### src/rtl/regfile_write_arbiter.sv
// Register-file write-port arbiter: pipeline writeback has priority, long-latency results queue in a FIFO.
// Optional REGFILE_WRITE_ARBITER_FORWARD_EN adds fwdData1/fwdData2 (youngest queued data per lookup).
module regfile_write_arbiter #(
  parameter int DATA_W = 32,
  parameter int REG_W  = 5,
  parameter int DEPTH  = 4
) (
  input  logic              clk,
  input  logic              rst,
  input  logic              wbValid,
  input  logic [REG_W-1:0]  wbReg,
  input  logic [DATA_W-1:0] wbData,
  input  logic              ldValid,
  input  logic [REG_W-1:0]  ldReg,
  input  logic [DATA_W-1:0] ldData,
  output logic              ldReady,
  input  logic [REG_W-1:0]  chkReg1,
  input  logic [REG_W-1:0]  chkReg2,
  output logic              pending1,
  output logic              pending2,
  output logic              regWrite,
  output logic [REG_W-1:0]  writeRegister,
  output logic [DATA_W-1:0] writeData
`ifdef REGFILE_WRITE_ARBITER_FORWARD_EN
  ,
  output logic [DATA_W-1:0] fwdData1,
  output logic [DATA_W-1:0] fwdData2
`endif
);

  localparam int PTR_W = $clog2(DEPTH);
  localparam int CNT_W = PTR_W + 1;

  logic [REG_W-1:0]  ent_reg  [DEPTH];
  logic [DATA_W-1:0] ent_data [DEPTH];
  logic [DEPTH-1:0]  ent_vld;
  logic [PTR_W-1:0]  head;
  logic [PTR_W-1:0]  tail;
  logic [CNT_W-1:0]  count;

  logic              wb_go;
  logic              fifo_empty;
  logic              head_live;
  logic              accept;
  logic              bypass;
  logic              pop;
  logic              push;

  logic              vld_p0;
  logic [REG_W-1:0]  reg_p0;
  logic [DATA_W-1:0] data_p0;
  logic              vld_p1;
  logic [REG_W-1:0]  reg_p1;
  logic [DATA_W-1:0] data_p1;

  // Stage p0: arbitration between writeback, FIFO head and ld bypass
  always_comb begin
    wb_go      = wbValid && (wbReg != '0);
    fifo_empty = (count == '0);
    head_live  = !fifo_empty && ent_vld[head];
    ldReady    = (count < CNT_W'(DEPTH));
    accept     = ldValid && ldReady;
    bypass     = accept && !wb_go && fifo_empty && (ldReg != '0);
    // Dead (killed) heads also drain here, silently, in a wb-free cycle.
    pop        = !wb_go && !fifo_empty;
    push       = accept && !bypass && (ldReg != '0) && !(wb_go && (ldReg == wbReg));
  end

  always_comb begin
    vld_p0  = 1'b0;
    reg_p0  = '0;
    data_p0 = '0;
    if (wb_go) begin
      vld_p0  = 1'b1;
      reg_p0  = wbReg;
      data_p0 = wbData;
    end else if (head_live) begin
      vld_p0  = 1'b1;
      reg_p0  = ent_reg[head];
      data_p0 = ent_data[head];
    end else if (bypass) begin
      vld_p0  = 1'b1;
      reg_p0  = ldReg;
      data_p0 = ldData;
    end
  end

  always_ff @(posedge clk or posedge rst) begin
    if (rst) begin
      head    <= '0;
      tail    <= '0;
      count   <= '0;
      ent_vld <= '0;
    end else begin
      // A committed wb supersedes any older queued result for the same register.
      if (wb_go) begin
        for (int i = 0; i < DEPTH; i++) begin
          if (ent_reg[i] == wbReg) ent_vld[i] <= 1'b0;
        end
      end
      if (pop) begin
        ent_vld[head] <= 1'b0;
        head          <= head + PTR_W'(1);
      end
      if (push) begin
        ent_vld[tail] <= 1'b1;
        tail          <= tail + PTR_W'(1);
      end
      case ({push, pop})
        2'b10:   count <= count + CNT_W'(1);
        2'b01:   count <= count - CNT_W'(1);
        default: count <= count;
      endcase
    end
  end

  always_ff @(posedge clk) begin
    if (push) begin
      ent_reg[tail]  <= ldReg;
      ent_data[tail] <= ldData;
    end
  end

  // Stage p1: registered write port
  always_ff @(posedge clk or posedge rst) begin
    if (rst) begin
      vld_p1  <= 1'b0;
      reg_p1  <= '0;
      data_p1 <= '0;
    end else begin
      vld_p1  <= vld_p0;
      reg_p1  <= reg_p0;
      data_p1 <= data_p0;
    end
  end

  assign regWrite      = vld_p1;
  assign writeRegister = reg_p1;
  assign writeData     = data_p1;

  always_comb begin
    pending1 = 1'b0;
    pending2 = 1'b0;
    for (int i = 0; i < DEPTH; i++) begin
      if (ent_vld[i] && (ent_reg[i] == chkReg1)) pending1 = 1'b1;
      if (ent_vld[i] && (ent_reg[i] == chkReg2)) pending2 = 1'b1;
    end
    if (chkReg1 == '0) pending1 = 1'b0;
    if (chkReg2 == '0) pending2 = 1'b0;
  end

`ifdef REGFILE_WRITE_ARBITER_FORWARD_EN
  // Walk oldest to youngest so the last match wins.
  always_comb begin
    fwdData1 = '0;
    fwdData2 = '0;
    for (int k = 0; k < DEPTH; k++) begin
      if (ent_vld[head + PTR_W'(k)] && (ent_reg[head + PTR_W'(k)] == chkReg1) && (chkReg1 != '0))
        fwdData1 = ent_data[head + PTR_W'(k)];
      if (ent_vld[head + PTR_W'(k)] && (ent_reg[head + PTR_W'(k)] == chkReg2) && (chkReg2 != '0))
        fwdData2 = ent_data[head + PTR_W'(k)];
    end
  end
`endif

endmodule
### config.mk
export PLATFORM = sky130hd
export DESIGN_NAME = regfile_write_arbiter
export DESIGN_NICKNAME = d
export VERILOG_FILES = /design/src/rtl/regfile_write_arbiter.sv
export SDC_FILE = /design/constraint.sdc
export NUM_CORES = 1
export LEC_CHECK = 0
export ABC_AREA = 0
export CELL_PAD_IN_SITES_DETAIL_PLACEMENT = 1
export CELL_PAD_IN_SITES_GLOBAL_PLACEMENT = 1
export CORE_MARGIN = 5
export CORE_UTILIZATION = 42
export CTS_BUF_LIST = sky130_fd_sc_hd__clkbuf_8
export DETAILED_ROUTE_END_ITERATION = 16
export PLACE_DENSITY_LB_ADDON = 0.05
export SLEW_MARGIN = 20
export SYNTH_ARGS = -nofsm -noshare
export SYNTH_HDL_FRONTEND = slang
export SYNTH_SLANG_ARGS = --single-unit
### constraint.sdc
create_clock -name clk -period 2.2 [get_ports clk]
set_input_delay 0.33 -clock clk [delete_from_list [all_inputs] [get_ports clk]]
set_output_delay 0.33 -clock clk [all_outputs]
set_load 0.005 [all_outputs]
==> impl_metrics.toml <==
[route]
firstDrtPassIters = 5
wl_mm = 23.5
ant_nets = 0
num_vias = 5498
initialDrtViolationCount = 346
drc = 0
via_per_inst = 5.40
wl_per_cell_um = 23.1

[cells_and_area]
final_area_um2 = 11300
largest_reg_flops = 128
final_common_cell = "edfxtp_1"
fin_nets = 834
diodes = 0
n_fill_cell = 1945
area_delta_synth_final_pct = 31.8
stdcell_count = 1019
mostFrequentLayoutCells = "148 x edfxtp_1, 118 x clkdlybuf4s50_1, 69 x buf_4"
drive_gt1_share_pct = 24.3

[timing]
max_freq_mhz = 420
slew-limit-headroom_pct = 55.4
drv_slew = 0
hold_viol_final = 0
setup_viol = 2
whs_ps = 203
fin_crit_ps = 2380
rsz0062_at_grt = "true"
worst_slack_ps = -179
finalClockSkew_ps = 17.5
worst_slew_pin_slew_ps = 667
period_share_pct = 108

[cts]
cts_tree = "yes"
path_clk_slew_ps = 100
clock_sinks = 197
root_buffer = "clkbuf_8"
clockBufferDepth = 2
htreeDepth = 4
cts_buffers = 17
clock_latency_ps = 470

[placed_design]
gp_congestion = 0.847
pre_cts_ws_ps = -711
dpl_cell_area_um2 = 10800
port_buffers = 128
post-place-cells = 976
dp_hpwl_mm = 17.0

[global_route]
globalRouteTotalUtil_pct = 20.7
grt_max_degree = 61
grt_pass1_vias = 6139
antenna_found_initial = 0
overflow = 0
grt_pass1_wl_mm = 37.0

[outcome]
outcome = "finished with violations"
violations = "setup timing"

[synth]
synth_ff_type = "edfxtp_1"
synth-seq-cells = 197
synth_edf_count = 148
synth-seq-area-share_pct = 66.1
syn_avg_cell_area_um2 = 15.7
synth.distinct_cells = 37
syn_area_um2 = 8580
ys_async_sr_fraction_pct = 24.9
yosys_warnings = 0
syn_inst = 546
synth_nets = 644

[job]
maxCapViolations = 0

[floorplanning]
coreArea_um2 = 20200
die_h_um = 153
die-area_um2 = 23400
die_w_um = 153
ioPinCount = 129
rows = 52
start_util_pct = 42.5

[setup_path]
slowest_stage = "edfxtp_1"
cp_top_family = "flip-flops"
slowest_delay_ps = 460
path_cells = "buf_6, xor2_1, nor4_1, buf_4, nand3_2, nand4_1, o21a_1, buf_2"
cp_num_buf_inv = 3
endpoint_kind = "output pin"
arrival_ps = 2050
cp_data_required_time_ps = 1870
startpoint_type = "flip-flop"
setup.worst_path.class = "reg2out"
crit_fanout = 2

[pwr]
p_leak_nw = 4.05
power-per-cell-area_nw_per_um2 = 1040
irDropWorstVdd_mv = 0.558

[hold_path]
holdCritPathClass = "in2async"
-- logic make-up (layout without fill, tap and decap cells) --
kind of cell               Yosys count  count (layout)  synth area share [%]
AOI/OAI and AO/OA                   82              82                  6.78
DFF                                197             197                  66.1
adders and majority gates           10              10                  1.55
buffers and inverters               55             258                  2.73
xor gates and xnor gates            70              70                  7.15
muxes                               40              40                  10.2
and+or+nand+nor                     92              92                  5.46
-- stage by stage --
| step | total power, mW | TNS, ps | utilization [%] |
|---|---|---|---|
| floorplan | 7.47 | -40230 | - |
| global route | 12.4 | -611 | 56.0 |
| finish | 11.7 | -335 | 56.0 |
| detailed placement | 9.61 | -115630 | 53.6 |
| CTS | 11.9 | -445 | 55.8 |
| global placement | 9.48 | -109210 | 53.6 |
-- repair_timing --
action / CTS / global route
hold buffers: 0 / 0
gates resized for setup: 20 / 7
hold endpoints to repair: 0 / 0
setup buffers: 9 / 2
pin swaps: 5 / 9
setup endpoints to repair: 152 / 3
-- worst register-to-register path, stage by stage, from the launching register on --
cell     delay [ps]
dfrtp_1         430
inv_1           120
nand3_2         200
nor2_4          190
nor4_4           60
inv_2            70
ha_4            120
inv_2            40
fa_2            320
xor2_1          150
nor2_1          110
xnor2_1         130
-- where the power goes --
part / leakage [nW] / internal (mW) / switching [mW]
sequential: 1.95 / 4.72 / 0.318
clock: 0.196 / 0.838 / 1.37
combinational: 1.91 / 2.29 / 2.18
total: 4.05 / 7.85 / 3.87
-- layout make-up --
cell class	instances	area (um2)	share of cell area, %
Clock buffer	17	234	2.07
Clock inverter	15	143	1.26
Inverter	10	37.5	0.332
Multi-Input combinational cell	294	2750	24.3
Sequential cell	197	5670	50.2
Tap cell	270	338	2.99
Timing Repair Buffer	216	2130	18.8
-- metal layers --
layer  up-vias  global-route usage (%)  share of wire [%]
met5         -                       0                  0
met4         0                    5.09                1.2
met3        19                    3.90                4.9
met2       167                    34.9                 51
met1      2832                    27.9                 43
li1       2480                       -                  -
-- final timing paths --
kind	slack, ps	startpoint	end	depth (start not counted)
max in group asynchronous	1430	rst	count[1]$_DFFE_PP0P_	3
min reg2reg	480	count[0]$_DFFE_PP0P_	count[0]$_DFFE_PP0P_	1
max	-180	ent_reg[1][3]$_DFFE_PP_	pending2	8
max reg2reg	170	count[2]$_DFFE_PP0P_	count[2]$_DFFE_PP0P_	11
min	200	rst	writeData[18]$_DFF_PP0_	2
min in group clk	300	ldReg[3]	writeRegister[3]$_DFF_PP0_	3
-- Yosys cell counts, types with 2 or more instances --
cell type,count,area (um2)
xor2_1,47,412
clkbuf_1,35,131
edfxtp_1,148,4440
nand3_1,16,80.1
nand2_1,42,158
buf_2,7,35.0
nor4_1,8,50.1
a32oi_1,34,298
o21a_1,3,22.5
o21ai_0,31,155
buf_6,2,22.5
nor3_1,4,20.0
or4_1,3,22.5
nand4_1,6,37.5
o211ai_1,2,15.0
a32o_1,4,40.0
o21ai_1,6,30.0
dfrtp_1,49,1230
and2_1,4,25.0
xnor2_1,23,201
mux4_2,38,856
nor2_1,3,11.3
ha_1,9,113
inv_1,9,33.8
No activity file was read; power rests on OpenSTA's default activity.
